`src/rtl/up_counter_ld.sv`:
```
// up_counter_ld: modulo-MODULUS up-counter with active-low count enable,
// synchronous parallel load, combinational terminal count and a registered
// wrap pulse. TC is combinational so that a synchronous cascade can use the
// inverted TC of one stage as the active-low EC of the next.
module up_counter_ld #(
  parameter int WIDTH   = 4,
  parameter int MODULUS = 16
) (
  input  logic             clk,
  input  logic             r,
  input  logic             EC,
  input  logic             LD,
  input  logic [WIDTH-1:0] D,
  output logic [WIDTH-1:0] Q,
  output logic             TC,
  output logic             WRAP
);

  localparam logic [31:0]      MOD_U  = 32'(MODULUS);
  localparam logic [WIDTH-1:0] Q_LAST = WIDTH'(MODULUS - 1);

  if (WIDTH < 2 || WIDTH > 16) begin : g_bad_width
    $error("up_counter_ld: WIDTH must be in 2..16");
  end
  if (MODULUS < 2 || MODULUS > (1 << WIDTH)) begin : g_bad_modulus
    $error("up_counter_ld: MODULUS must be in 2..2**WIDTH");
  end

  logic [31:0]      d_ext;
  logic [31:0]      q_ext;
  logic             d_legal;
  logic             q_legal;
  logic             at_last;
  logic [WIDTH-1:0] q_inc;
  logic [WIDTH-1:0] q_load;
  logic [WIDTH-1:0] q_next;
  logic             wrap_next;

  // Range checks are done at 32 bits so MODULUS = 2**WIDTH needs no special case.
  assign d_ext   = 32'(D);
  assign q_ext   = 32'(Q);
  assign d_legal = (d_ext < MOD_U);
  assign q_legal = (q_ext < MOD_U);
  assign at_last = (Q == Q_LAST);

  // An out-of-range load value lands on 0; an out-of-range Q (only reachable
  // by forcing) also returns to 0 on the next count edge.
  assign q_load = d_legal ? D : '0;
  assign q_inc  = (at_last || !q_legal) ? '0 : Q + WIDTH'(1);

  assign TC = at_last && !EC;

  // Next-state selection: load beats count beats hold; only a count from the
  // last value raises the wrap pulse.
  always_comb begin
    q_next    = Q;
    wrap_next = 1'b0;
    if (LD) begin
      q_next    = q_load;
      wrap_next = 1'b0;
    end else if (!EC) begin
      q_next    = q_inc;
      wrap_next = at_last;
    end
  end

  // Count and wrap registers, cleared asynchronously by r.
  always_ff @(posedge clk or negedge r) begin
    if (!r) begin
      Q    <= '0;
      WRAP <= 1'b0;
    end else begin
      Q    <= q_next;
      WRAP <= wrap_next;
    end
  end

endmodule

```
`config.mk`:
```
export PLATFORM = sky130hd
export DESIGN_NAME = up_counter_ld
export DESIGN_NICKNAME = d
export VERILOG_FILES = /design/src/rtl/up_counter_ld.sv
export SDC_FILE = /design/constraint.sdc
export NUM_CORES = 1
export LEC_CHECK = 0
export CORE_AREA = 4 4 41 43
export CTS_BUF_LIST = sky130_fd_sc_hd__clkbuf_8
export DETAILED_ROUTE_END_ITERATION = 6
export DIE_AREA = 0 0 45 47
export GPL_TIMING_DRIVEN = 0
export HOLD_SLACK_MARGIN = 0.03
export PLACE_DENSITY = 0.43
export REMOVE_ABC_BUFFERS = 1
export SLEW_MARGIN = 10
export SYNTH_ARGS = -nofsm -noshare
export SYNTH_HDL_FRONTEND = slang
export SYNTH_SLANG_ARGS = --single-unit
```
`constraint.sdc`:
```
create_clock -name clk -period 3.3 [get_ports clk]
set_clock_uncertainty 0.05 [all_clocks]
set_input_delay 0.66 -clock clk [delete_from_list [all_inputs] [get_ports clk]]
set_output_delay 0.66 -clock clk [all_outputs]
set_load 0.02 [all_outputs]
```
# Word-level counts from Yosys, hierarchy flattened

Cells that the tools add are included.

Bits in registers: 5
Input port bits: 8
Output and inout bits: 6
Logic and storage cells: 17

Add/subtract/negate cells: 1
Order comparisons: 2
Eq/ne operators: 2
Muxes and demuxes: 6
Reductions and logical operators: 4

Operators with widths:

| kind                                                       | number |
|---|---|
| 2-to-1 mux 4 bit                                           | 4 |
| less-than comparator 4 x 5 -> 1 bit, second input constant | 2 |
| adder 4 x 1 -> 4 bit, second input constant                | 1 |
| == test 4 bit, second input constant                       | 1 |
| logical NOT 1 bit                                          | 2 |
| 2-to-1 mux 1 bit                                           | 2 |
| != test 2 x 1 -> 1 bit, second input constant              | 1 |
| logical AND 1 bit                                          | 1 |
| logical OR 1 bit                                           | 1 |

# Logic depth before layout (Yosys ltp)

Depth in word-level cells: 6
Depth in mapped cells: 4
Gate-level depth less buffers: 4

# Worst setup path before layout

OpenSTA, ideal clock, no wires.

Path kind: flip-flop to output port
From: reg Q[0]
To: out TC
Arrival: 1.098 ns
Required time: 2.590 ns
Setup slack: 1.492 ns
Cell stages (with the launch flop): 4
Path buffers: 0
Cell sequence: dfrtp_1 > ha_1 > nand2_1 > nor2_1

Longest elaborated chain between the ends: 2

Ends and longest elaborated chain:

| what                   | RTL line | RTL |
|---|---|---|
| start, declared        | 14       | `output logic [WIDTH-1:0] Q,` |
| start signal, assigned | 73       | `Q <= q_next;` |
| == test 4 bit          | 44       | `assign at_last = (Q == Q_LAST);` |
| logical AND 1 bit      | 51       | `assign TC = at_last && !EC;` |
| end, declared          | 15       | `output logic TC,` |

No other way between the ends.

# Final worst setup path

From: in EC
To: out TC

Longest elaborated chain between the ends: 2

Ends and longest elaborated chain:

| what              | RTL line | RTL |
|---|---|---|
| start, declared   | 11       | `input logic EC,` |
| logical NOT 1 bit | -        |  |
| logical AND 1 bit | 51       |  |

No other way between the ends.

==> run_results.csv <==
group,metric,value,unit
run_status,status,"completed",
cells_and_area,diodes,0,
clock_tree,cts_resized,0,
global_routing,grt_pass1_wl,1062,um
clock_tree,cts-root-buf,"clkbuf_8",
cells_and_area,nets,54,
yosys,postSynthCellCount,27,
sta,worst-slew-pin-transition,0.2548,ns
setup_path,cp_data_required_time,2.59,ns
yosys,syn_area_per_cell,9.917,sq um
floorplanning,rows,13,
global_routing,globalRouteTotalUtil,7.534,%
setup_path,cp-end-kind,"primary output",
setup_path,critPathMaxFanout,5,
yosys,ys_ff_latch,5,
route,drt-initial-drc-count,5,
cells_and_area,drive_gt1_share,13.64,%
job,maxCapViolations,0,
power_and_ir_drop,powerDensity,526.6,nW/um^2
route,firstDrtPassIters,4,
yosys,ys.flop_type,"dfrtp_1",
floorplanning,initial_core_util,20.58,%
clock_tree,cts_setup_buffers,0,
cells_and_area,area_growth,72.43,%
setup_path,arrival,2.06,ns
setup_path,critical_path_class,"in -> out",
floorplanning,io_pins,14,
route,routed-via-count,268,
route,maxUsedRoutingLayer,"met4",
power_and_ir_drop,p_leak,0.0001969,uW
cells_and_area,final_area,461.7,sq um
setup_path,crit_path_start_kind,"primary input",
global_routing,grt_pass1_vias,260,
sta,max_freq,361.0,MHz
sta,timing.setup.tns,0,ns
yosys,ys_warn_count,0,
route,drt-total-wl,667,um
sta,setup_violations,0,
clock_tree,cts_buffers,3,
yosys,yosys-top-cells-count,"dfrtp_1 (5), nand2_1 (4), o21ai_0 (3), a21oi_1 (2), nor2_1 (2)",
yosys,ys_types,16,
yosys,netlist_area,267.8,sq um
route,wl_met2,280,um
yosys,async_reset_ff_share,100.0,%
floorplanning,dieArea,2115,sq um
floorplanning,core,1301,sq um
power_and_ir_drop,ir_worst_vdd,0.1420,mV
clock_tree,cts_tree,"yes",
place,place_congestion,0.7717,
clock_tree,worst_skew_pair.late_latency,0.22,ns
sta,max_slew_margin,82.96,%
sta,fin_crit,2.770,ns
clock_tree,clockBufferDepth,2,
cells_and_area,fin_util,35.48,%
route,drc,0,
route,met3_length,56,um
route,wire_per_inst,11.31,um
sta,hold_viol,0,
sta,fin_crit_sh,83.94,%
yosys,synthTopCellsByArea,"dfrtp_1 (47%), o21ai_0 (5.6%), nand2_1 (5.6%)",
route,wl_met1,317,um
hold_path,hold_class,"reg -> reg",
clock_tree,cts_htree_levels,1,
clock_tree,clk_pin_slew_worst_paths,0.04,ns
route,final_antenna_net_count,0,
place,postPlaceCellArea,416.7,sq um
global_routing,grt-ovfl-total,0,
clock_tree,clock-sinks,5,
yosys,ys_seq_area_share,46.73,%
clock_tree,hold_buffers,0,
route,viasPerCell,4.542,
yosys,synth_top_area_share,46.73,%
yosys,synth_top_cell_by_area,"dfrtp_1",
floorplanning,die_h,47,um
sta,grt_setup_unrepaired,"false",
yosys,synth-edff-count,0,
floorplanning,dieWidth,45,um
sta,report.final.slew_viol_count,0,
global_routing,grt_max_degree,8,
yosys,yosysMostFrequentCell,"dfrtp_1",
place,io_buffers,13,
global_routing,antenna_found_initial,0,
cells in the final DEF (no fill, tap or decap):
cell type / instances
mux2i_1: 1
dfrtp_1: 5
nor3_1: 1
clkbuf_8: 3
xnor2_1: 1
and2b_2: 1
a21oi_1: 2
a2bb2oi_1: 1
o21ai_0: 3
or3_1: 1
nor2_1: 2
a31oi_1: 1
nand2b_4: 1
clkdlybuf4s50_1: 13
a311o_2: 1
inv_1: 2
nand2_1: 4
ha_1: 1
layout make-up:
type	instances	area [sq um]
multi-input cells	21	138.9
inverters	1	3.754
well taps	15	18.77
repair buffers	13	130.1
clock inverters	1	3.754
flip-flops and latches	5	125.1
fillers	140	839.6
clock buffers	3	41.29
kinds of logic after synthesis:
family | Yosys count | synth area share [%]
simple gates | 10 | 21.03
compound gates | 8 | 19.16
flops | 5 | 46.73
xor+xnor | 1 | 3.272
buf+inv | 1 | 1.401
mux | 1 | 3.738
fa+ha+maj | 1 | 4.672
per-layer routing:
layer  up-vias  GRT usage [%]
met3         2          3.448
li1        130              -
met1       124          9.655
met2        12          9.887
met5         -              0
met4         0          5.263
where the power goes:
| part | switching [uW] | leakage, uW | internal [uW] |
|---|---|---|---|
| clock | 32.8 | 0.0000269 | 80.0 |
| sequential | 9.02 | 0.0000608 | 67.8 |
| combinational | 23.8 | 0.000109 | 29.7 |
| total | 65.6 | 0.000197 | 178 |
worst max-delay path, cell delays in order:
cell and delay, ns:
clkdlybuf4s50_1 0.49, nand2b_4 0.19, nor2_1 0.11, clkdlybuf4s50_1 0.60
final timing paths:
| check | start | to | slack, ns | cells after the start |
|---|---|---|---|---|
| max | EC | TC | 0.53 | 4 |
| min | Q[3] | WRAP | 0.54 | 2 |
| max reg2reg | Q[0] | Q[0] | 2.03 | 3 |
| min reg2reg | Q[3] | WRAP | 0.54 | 2 |
| max in group asynchronous | r | Q[1] | 2.37 | 1 |
| min in group asynchronous | r | Q[0] | 0.62 | 1 |
flip-flops by register name (all words and copies together), names as in the netlist:
name,flops
Q,4
WRAP,1
stage by stage:
stage          hold slack [ns]  worst slack [ns]  std cells  power (uW)
6_report                0.5427            0.5301         59       243.1
5_1_grt                 0.5851            0.4466         59       254.4
4_1_cts                 0.5432            0.5209         59       244.6
3_5_place_dp            0.5401            0.5224         55       131.5
3_3_place_gp            0.5339            0.5337         55       131.2
2_1_floorplan           0.3144             1.492         27       102.6
No activity file was read; power rests on OpenSTA's default activity.
